**config.mk**
```make
export PLATFORM = sky130hd
export DESIGN_NAME = mul_seq_ctrl
export DESIGN_NICKNAME = d
export VERILOG_FILES = /design/src/rtl/mul_seq_ctrl.sv
export SDC_FILE = /design/constraint.sdc
export NUM_CORES = 1
export LEC_CHECK = 0
export ABC_AREA = 1
export BUFFER_PORTS_ARGS = -buffer_cell sky130_fd_sc_hd__clkbuf_2
export CAP_MARGIN = 20
export CORE_ASPECT_RATIO = 0.75
export CORE_MARGIN = 2
export CORE_UTILIZATION = 54
export DETAILED_ROUTE_END_ITERATION = 10
export HOLD_SLACK_MARGIN = 0.05
export MAX_ROUTING_LAYER = met4
export PLACE_DENSITY = 0.85
export SYNTH_ARGS = -nofsm -noshare
export SYNTH_HDL_FRONTEND = slang
export SYNTH_SLANG_ARGS = --single-unit
export TNS_END_PERCENT = 20
```
**constraint.sdc**
```tcl
create_clock -name clk -period 3.7 [get_ports clk]
set_input_delay 0.37 -clock clk [delete_from_list [all_inputs] [get_ports clk]]
set_output_delay 0.37 -clock clk [all_outputs]
set_load 0.05 [all_outputs]
```
**src/rtl/mul_seq_ctrl.sv**
```systemverilog
// Iterative unsigned shift-add multiplier sequencer driving one external WIDTH-bit adder.
// One multiply per accepted start; W adder steps, then a one-cycle done with the product.
module mul_seq_ctrl #(
  parameter int WIDTH = 32
) (
  input  logic               clk,
  input  logic               rst_n,
  input  logic               start,
  input  logic [WIDTH-1:0]   op_a,
  input  logic [WIDTH-1:0]   op_b,
  output logic               ready,
  output logic               busy,
  output logic               done,
  output logic [2*WIDTH-1:0] product,
  output logic [WIDTH-1:0]   add_a,
  output logic [WIDTH-1:0]   add_b,
  output logic               add_cin,
  input  logic [WIDTH-1:0]   add_sum,
  input  logic               add_cout
);
  localparam int CW = $clog2(WIDTH + 1);
  localparam logic [CW-1:0] LAST = CW'(WIDTH - 1);

  typedef enum logic [1:0] {IDLE, BUSY, DONE} state_t;

  state_t           state, state_nx;
  logic [WIDTH-1:0] mcand, acc_hi, mplr;
  logic [CW-1:0]    cnt;
  logic             last;

  assign last    = (cnt == LAST);
  assign add_a   = acc_hi;
  assign add_b   = mplr[0] ? mcand : '0;
  assign add_cin = 1'b0;

  always_comb begin
    state_nx = state;
    ready    = 1'b0;
    busy     = 1'b0;
    done     = 1'b0;
    case (state)
      IDLE: begin
        ready = 1'b1;
        if (start) state_nx = BUSY;
      end
      BUSY: begin
        busy = 1'b1;
        if (last) state_nx = DONE;
      end
      DONE: begin
        done     = 1'b1;
        state_nx = IDLE;
      end
      default: state_nx = IDLE;
    endcase
  end

  always_ff @(posedge clk or negedge rst_n) begin
    if (!rst_n) state <= IDLE;
    else        state <= state_nx;
  end

  // {acc_hi,mplr} shifts right one bit per step with the adder carry entering the top.
  always_ff @(posedge clk or negedge rst_n) begin
    if (!rst_n) begin
      mcand   <= '0;
      acc_hi  <= '0;
      mplr    <= '0;
      cnt     <= '0;
      product <= '0;
    end else if (state == IDLE && start) begin
      mcand  <= op_a;
      mplr   <= op_b;
      acc_hi <= '0;
      cnt    <= '0;
    end else if (state == BUSY) begin
      acc_hi <= {add_cout, add_sum[WIDTH-1:1]};
      mplr   <= {add_sum[0], mplr[WIDTH-1:1]};
      cnt    <= cnt + CW'(1);
      if (last) product <= {add_cout, add_sum, mplr[WIDTH-1:1]};
    end
  end
endmodule
```
Yosys cells after proc, flatten, opt, wreduce, memory -nomap -nowiden. Index checks and enable logic that the tools add are counted.

Equality and inequality tests: 5. Muxes and demuxes: 13. Bitwise operators: 1. $add $sub $neg: 1. Reduce and logical (&&, ||, !) cells: 5.

Operator list (count): 32-bit 2-to-1 mux (5); 6-bit 2-to-1 mux (2); 6-bit by 1-bit adder with 6-bit output (second input constant) (1); 6-bit by 5-bit equality test with 1-bit output (second input constant) (1); 2-bit 2-to-1 mux (2); 2-bit inequality test (second input constant) (2); 2-bit one-hot mux with 2 select lines (1); 1-bit 2-to-1 mux (3); 3-bit AND reduction (1); 2-bit by 1-bit equality test with 1-bit output (second input constant) (1); 2-bit equality test (second input constant) (1); 2-bit zero test (1); 2-bit AND reduction (1); 2-bit nonzero test (1); 1-bit logical AND (1); 1-bit inverter (1).

Word-level logic and storage cells: 31. Output and inout port bits: 132. Bits in registers: 168.

Depth between registers and ports, before layout. Gate-level depths: netlist (run 1).

Depth after elaboration: 4. Depth in mapped cells: 8. Depth with buffers taken out: 6.

Worst setup path after synthesis (run 1). OpenSTA, ideal clock, no wires.

Path kind: reg-to-reg. Start point: register state[0]. End point: register mplr[10]. Slack: 2104 ps. Setup time: 68 ps. Buffers on the path: 1. Required time: 3632 ps. Arrival time: 1528 ps. Period minus slack after synthesis: 1596 ps. Cell stages (with the launch flop): 7. Cells stage by stage: dfrtp_1 -> nor2_2 -> nand2_2 -> inv_2 -> buf_4 -> nand2_1 -> nand3_1.

Word-level cells in the longest chain between the ends: 3.

RTL lines: from (decl) (line 26) `state_t state, state_nx;`; from (signal assigned) (line 60) `else state <= state_nx;`; 2-bit zero test (line 71) `end else if (state == IDLE && start) begin`; 1-bit logical AND (line 71); 32-bit 2-to-1 mux / 2-bit nonzero test (equally long branches); to (signal assigned) (line 73) `mplr <= op_b;`; to (signal assigned) (line 78) `mplr <= {add_sum[0], mplr[WIDTH-1:1]};`; to (decl) (line 27) `logic [WIDTH-1:0] mcand, acc_hi, mplr;`.

Several ways; a longest one is shown, not always the timed one. A chain may end at the register's enable or synchronous reset.

Final worst setup path (run 1).
Start point: register state[0]. End point: register mplr[27].

The elaborated chain is that of the path after synthesis.

==> impl_results.md, run 1 <==
- Post-CTS setup buffer count: 0
- Fill cells: around 1000
- Slew headroom: ~29%
- Routability cong.: just under 0.8
- Post-route antenna net violation count: 0
- CTS tree: done
- Tmin final: between 2 and 2.5 ns
- Final slew viol count: 0
- Worst clock skew: approximately 0.011 ns
- Max layer used: met4
- CTS root buf: clkbuf_16
- Share of layout cells above drive strength 1: between 20% and 30%
- H-tree Lvls: 4
- Die Y: 103 um
- WL final: 16600 um
- Global Route Usage Sum: about a quarter
- Global-route wire length before repair: about 26000 um
- Post-synthesis average cell area: roughly 8.3 um^2
- Nets: ~1200
- # clock sinks: 168
- Sequential area share after synthesis: between 50 and 60%
- Final Hold Vio Count: 0
- Period utilisation layout: roughly 64%
- Yosys Warn Count: 0
- Via density: approximately 4.9
- Synthesized cell area: 0.00703 mm^2
- Slew @ Worst Pin: ~1.1 ns
- Status: complete, no violations
- Leakage: just over 5 nW
- DRT met1 WL: between 7000 and 8000 um
- Skew-Pair Late Insertion Delay: between 0.4 and 0.5 ns
- Critical Path Sink Type: register
- DP Worst Slack: around 1.4 ns
- Number of instances in the placed design: roughly 1200
- Clock Pin Slew Worst Setup and Hold Paths: around 0.07 ns
- Total negative setup slack: 0 ns
- Max rail drop VDD: 0.657 mV
- GR Overflow Total: 0
- CP Cell Sequence: nor2_2 > nand2_2 > inv_2 > nand2_1 > nand3_1
- First-pass iteration count of the detailed router: 5
- Row count: 36
- Met3 wire len: around 1300 um
- PwrDens: around 1000 mW/mm^2
- Antenna violations before repair: 0
- Clock buffer count from CTS: 17
- MaxCap Viol Count: 0
- CP delay by family, top: buffers and inverters
- Die width: 136 um
- Fin cells: around 1200
- Worst Path Class, Setup: reg2reg
- Unrepaired setup endpoints after global routing: false
- Worst setup margin: 1.34 ns
- Final HPWL DP: ~11000 um
- Post-synthesis net count: between 900 and 1000
- CP required: around 4.1 ns
- Critical Path Source Type: register
- DIE AREA: ~0.014 mm^2
- Arrival @ worst endpoint: around 2.7 ns
- Max Root-Sink Buffers: 2
- Synthesized flop and latch total: 168
- Fin Hold WS: between 0.1 and 0.15 ns
- Wire per inst: approximately 13 um
- Crit-path slowest cell: inv_2
- Core outline area: between 0.01 and 0.015 mm^2
- Gate Count Post-Synth: between 800 and 900
- Min-Delay Path Class: in2reg
- Synthesis-to-layout area growth: 25.2%
- Final setup violation count: 0
- DRC viols: 0
- DR vias: between 6000 and 7000
- # IOs: between 200 and 250
- Fmax: approximately 0.42 GHz
- Initial Util: 54.7%
- Max FO, Critical Path: 64
- Met2 Routed Length: between 7000 and 8000 um
- Initial DRC count: approximately 460
- I/O Buffers: 230
- CP peak stage delay: 0.96 ns
- Vias in the first global route: around 5400
- Number of distinct library cells after synthesis: 19
- Ant. Diodes: 0
- CP bufs+invs: 1
- Largest net degree at the start of global routing: 113
## where the power goes
group          switching, mW  internal [mW]
clock                  0.722           1.07
sequential             0.561           2.65
combinational           3.09          0.863
## registers in the layout, summed over array words and instances (netlist names)
name	flops
product	64
add_a	32
mcand	32
mplr	32
cnt	6
state	2
## area by class of cell
type,count,area [um^2],area share (%)
Clock buffer,18,429,4.88
Clock inverter,13,169,1.92
Inverter,43,161,1.83
Multi-Input combinational cell,583,2370,26.9
Sequential cell,168,4200,47.8
Tap cell,171,214,2.43
Timing Repair Buffer,239,1250,14.2
## through the flow
step / power [mW] / cell area [um^2] / util, %
after floorplan: 6.21 / 7030 / -
after global placement: 7.11 / 8170 / 63.6
after detailed placement: 7.20 / 8170 / 63.6
after CTS: 9.01 / 8780 / 68.4
after global routing: 9.48 / 8800 / 68.5
final: 8.95 / 8800 / 68.5
## what timing repair did
| action | in CTS | in global routing |
|---|---|---|
| hold buffers | 1 | 0 |
| gates resized for setup | 0 | 0 |
| setup endpoints to repair | 0 | 0 |
| endpoints found under the hold margin | 56 | 0 |
## logic make-up (layout without fill, tap and decap cells)
logic type,Yosys count,in the layout,share of synthesized area (%)
simple gates,576,576,32.7
flops,168,168,59.8
fa+ha+maj,1,1,0.178
buf+inv,93,313,6.80
compound gates,5,5,0.445
other cells,1,1,0.0534
## worst paths after layout
path | cells past startpoint | startpoint | slack [ns] | to
setup reg to reg | 5 | state[0] | 1.34 | mplr[27]
hold reg to reg | 2 | add_a[26] | 0.47 | add_a[26]
setup / recovery | 5 | state[0] | 1.34 | mplr[27]
min in group asynchronous | 2 | rst_n | 0.47 | product[18]
max in group asynchronous | 3 | rst_n | 2.25 | product[60]
hold / removal | 3 | op_a[19] | 0.15 | mcand[19]
## tightest hold or removal path, stage by stage
cell	delay, ns
clkbuf_2	0.07
nand2_1	0.04
nand2_1	0.04
## placed cells by master, fill, tap and decap left out
cell,instances
nor2_4,2
buf_4,6
inv_2,2
nor2_1,3
nand2_1,468
dlygate4sd3_1,1
nor2_2,1
buf_6,1
conb_1,1
clkinvlp_4,3
o21ai_0,3
o211ai_1,1
inv_1,41
clkbuf_16,17
inv_6,3
clkbuf_2,229
nand3_1,99
nand4_1,1
nand2_2,2
o21ai_4,1
clkbuf_1,1
ha_1,1
clkinv_2,2
buf_12,2
dfrtp_1,168
bufinv_16,3
clkinv_4,1
inv_8,1
## layer usage
layer  GRT usage, %  vias up
met4           8.01        0
met5              -        -
met2           36.8      255
li1               -     3002
met1           35.3     2814
met3           5.21       16
## cell usage after synthesis
library cell / n / area, um^2
buf_1: 2 / 7.51
buf_2: 16 / 80.1
buf_4: 17 / 128
buf_6: 6 / 67.6
clkbuf_1: 9 / 33.8
conb_1: 1 / 3.75
dfrtp_1: 168 / 4200
ha_1: 1 / 12.5
inv_1: 41 / 154
inv_2: 2 / 7.51
nand2_1: 469 / 1760
nand2_2: 1 / 6.26
nand3_1: 99 / 495
nand4_1: 1 / 6.26
nor2_1: 3 / 11.3
nor2_2: 3 / 18.8
o211ai_1: 1 / 7.51
o21ai_0: 3 / 15.0
o21ai_2: 1 / 8.76
Note: power is estimated with default switching activity, not from simulation.
==> run 2: changes to the inputs <==
Settings changed: CORE_UTILIZATION 54 to 46, PLACE_DENSITY 0.85 to 0.77.
Clock period 3.7 ns to 2.08 ns, I/O delays scaled along.
==> impl_results.md, run 2 (synthesized netlist as in run 1, its figures left out) <==
- Status: complete, no violations (unchanged)
- Total negative setup slack: 0 ns (unchanged)
- Clock buffer count from CTS: 17 (unchanged)
- Clock power frac: 18.3% (was 20.0%)
- CP required: 2.43 ns (was 4.05 ns)
- Die Y: 111 um (was 103 um)
- Internal: 8.17 mW (was 4.58 mW)
- Period utilisation layout: 93.1% (was 63.8%)
- Via density: 4.78 (was 4.93)
- # clock sinks: 168 (unchanged)
- Sw frac: 49.2% (was 48.9%)
- CTS root buf: clkbuf_16 (unchanged)
- First-pass iteration count of the detailed router: 5 (unchanged)
- PwrDens: 1630 mW/mm^2 (was 1020 mW/mm^2)
- DRC viols: 0 (unchanged)
- Fill cells: 1198 (was 1047)
- Core outline area: 0.0151 mm^2 (was 0.0128 mm^2)
- Routability cong.: 0.787 (was 0.777)
- Ant. Diodes: 0 (unchanged)
- H-tree Lvls: 4 (unchanged)
- Fmax: 0.516 GHz (was 0.424 GHz)
- Tmin final: 1.94 ns (was 2.36 ns)
- Final setup violation count: 0 (unchanged)
- Post-CTS setup buffer count: 0 (unchanged)
- Crit-path slowest cell: dlygate4sd3_1 (was inv_2)
- Critical Path Source Type: register (unchanged)
- Gates resized, CTS repair: 0 (unchanged)
- Arrival @ worst endpoint: 2.29 ns (was 2.71 ns)
- Final HPWL DP: 11600 um (was 11100 um)
- Total chip power: 16.1 mW (was 8.95 mW)
- Number of instances in the placed design: 1245 (was 1202)
- Share of total power in combinational logic: 46.6% (was 44.2%)
- Max FO, Critical Path: 38 (was 64)
- Final Hold Vio Count: 0 (unchanged)
- Layout Utilization: 65.4% (was 68.5%)
- DR vias: 6566 (was 6087)
- Die width: 147 um (was 136 um)
- Global-route wire length before repair: 32300 um (was 26400 um)
- CP Cell Sequence: inv_2 > nor2_4 > buf_4 > nand2_1 > nand3_1 > dlygate4sd3_1 (was nor2_2 > nand2_2 > inv_2 > nand2_1 > nand3_1)
- Clock Pin Slew Worst Setup and Hold Paths: 0.06 ns (was 0.07 ns)
- Max Root-Sink Buffers: 2 (unchanged)
- Initial Util: 46.6% (was 54.7%)
- Nets: 1259 (was 1153)
- Max FFs per register: 64 (unchanged)
- Most flops, register: product (unchanged)
- Final slew viol count: 0 (unchanged)
- Largest net degree at the start of global routing: 65 (was 113)
- Most frequent cells in the layout: nand2_1 (468), clkbuf_2 (229), dfrtp_1 (168), nand3_1 (99), dlygate4sd3_1 (99) (was nand2_1 (468), clkbuf_2 (229), dfrtp_1 (168), nand3_1 (99), inv_1 (41))
- Switching pwr: 7.91 mW (was 4.38 mW)
- GR Overflow Total: 0 (unchanged)
- CP peak stage delay: 0.54 ns (was 0.96 ns)
- Worst Path Class, Setup: reg2reg (unchanged)
- DIE AREA: 0.0163 mm^2 (was 0.0140 mm^2)
- Most common cell after layout, fill and taps aside: nand2_1 (unchanged)
- Initial DRC count: 424 (was 457)
- Unrepaired setup endpoints after global routing: false (unchanged)
- CP delay by family, top: buffers and inverters (unchanged)
- CP bufs+invs: 3 (was 1)
- Critical Path Sink Type: register (unchanged)
- WL final: 19500 um (was 16600 um)
- Vias in the first global route: 6527 (was 5424)
- Share of layout cells above drive strength 1: 24.1% (was 25.9%)
- Min-Delay Path Class: in2reg (unchanged)
- # IOs: 232 (unchanged)
- MaxCap Viol Count: 0 (unchanged)
- Wire per inst: 14.2 um (was 13.5 um)
- Max rail drop VDD: 1.14 mV (was 0.657 mV)
- CTS tree: done (unchanged)
- Synthesis-to-layout area growth: 40.4% (was 25.2%)
- Worst clock skew: 0.00521 ns (was 0.0107 ns)
- Row count: 39 (was 36)
- Skew-Pair Late Insertion Delay: 0.41 ns (about the same)
- Fin cells: 1374 (was 1235)
- I/O Buffers: 230 (unchanged)
- Leakage: 5.56 nW (was 5.12 nW)
- Antenna violations before repair: 0 (unchanged)
- Post-route antenna net violation count: 0 (unchanged)
- Global Route Usage Sum: 25.4% (was 25.0%)
- Sequential Power Share: 35.1% (was 35.8%)
## run 2: path summary, 6_finish.rpt
kind	to	from	slack (ns)	cells past startpoint
worst max register to register	mplr[31]	state[0]	0.14	6
worst min register to register	add_a[17]	add_a[17]	0.47	2
worst max-delay path	mplr[31]	state[0]	0.14	6
worst min-delay path	state[0]	start	0.16	3
max in group asynchronous	mcand[20]	rst_n	1.03	3
min in group asynchronous	add_a[25]	rst_n	0.32	2
## run 2: metal layers
metal	up-vias	wire length, um	GRT usage, %
met5	-	0	-
met4	0	405	8.22
met3	36	1550	5.06
met2	311	8910	39.0
met1	3017	8620	34.4
li1	3202	-	-
## run 2: stage by stage
step	worst slack, ns	area [um^2]	hold WS, ns
2_1_floorplan	0.484	7030	-0.0876
3_3_place_gp	0.587	8330	0.185
3_5_place_dp	0.487	8330	0.193
4_1_cts	0.128	9870	0.146
5_1_grt	0.0362	9870	0.173
6_report	0.143	9870	0.164
## run 2: cell type report
cell class | count | area [um^2] | share of cell area (%)
clock inverter | 8 | 73.8 | 0.748
tap | 205 | 256 | 2.60
multi-input combinational | 583 | 2370 | 24.0
sequential | 168 | 4200 | 42.6
clock buffer | 22 | 474 | 4.81
inverter | 43 | 161 | 1.64
timing repair buffer | 345 | 2330 | 23.6
## run 2: worst reg2reg max path, cell delays in order, from the launching register on
cell and delay [ns]:
dfrtp_1 0.45, inv_2 0.07, nor2_4 0.21, buf_4 0.41
nand2_1 0.12, nand3_1 0.09, dlygate4sd3_1 0.54
## run 2: power groups by stage
stage	Combinational [mW]	Clock [mW]	Sequential (mW)
floorplan	2.72	0	8.33
global placement	7.18	0	5.62
detailed placement	7.31	0	5.65
CTS	7.47	3.00	5.63
global route	8.02	3.17	5.83
finish	7.48	2.94	5.65
## run 2: what timing repair did
action / in CTS / in global routing
endpoints found under the hold margin: 170 / 0
hold buffers: 99 / 0
setup endpoints to repair: 0 / 0
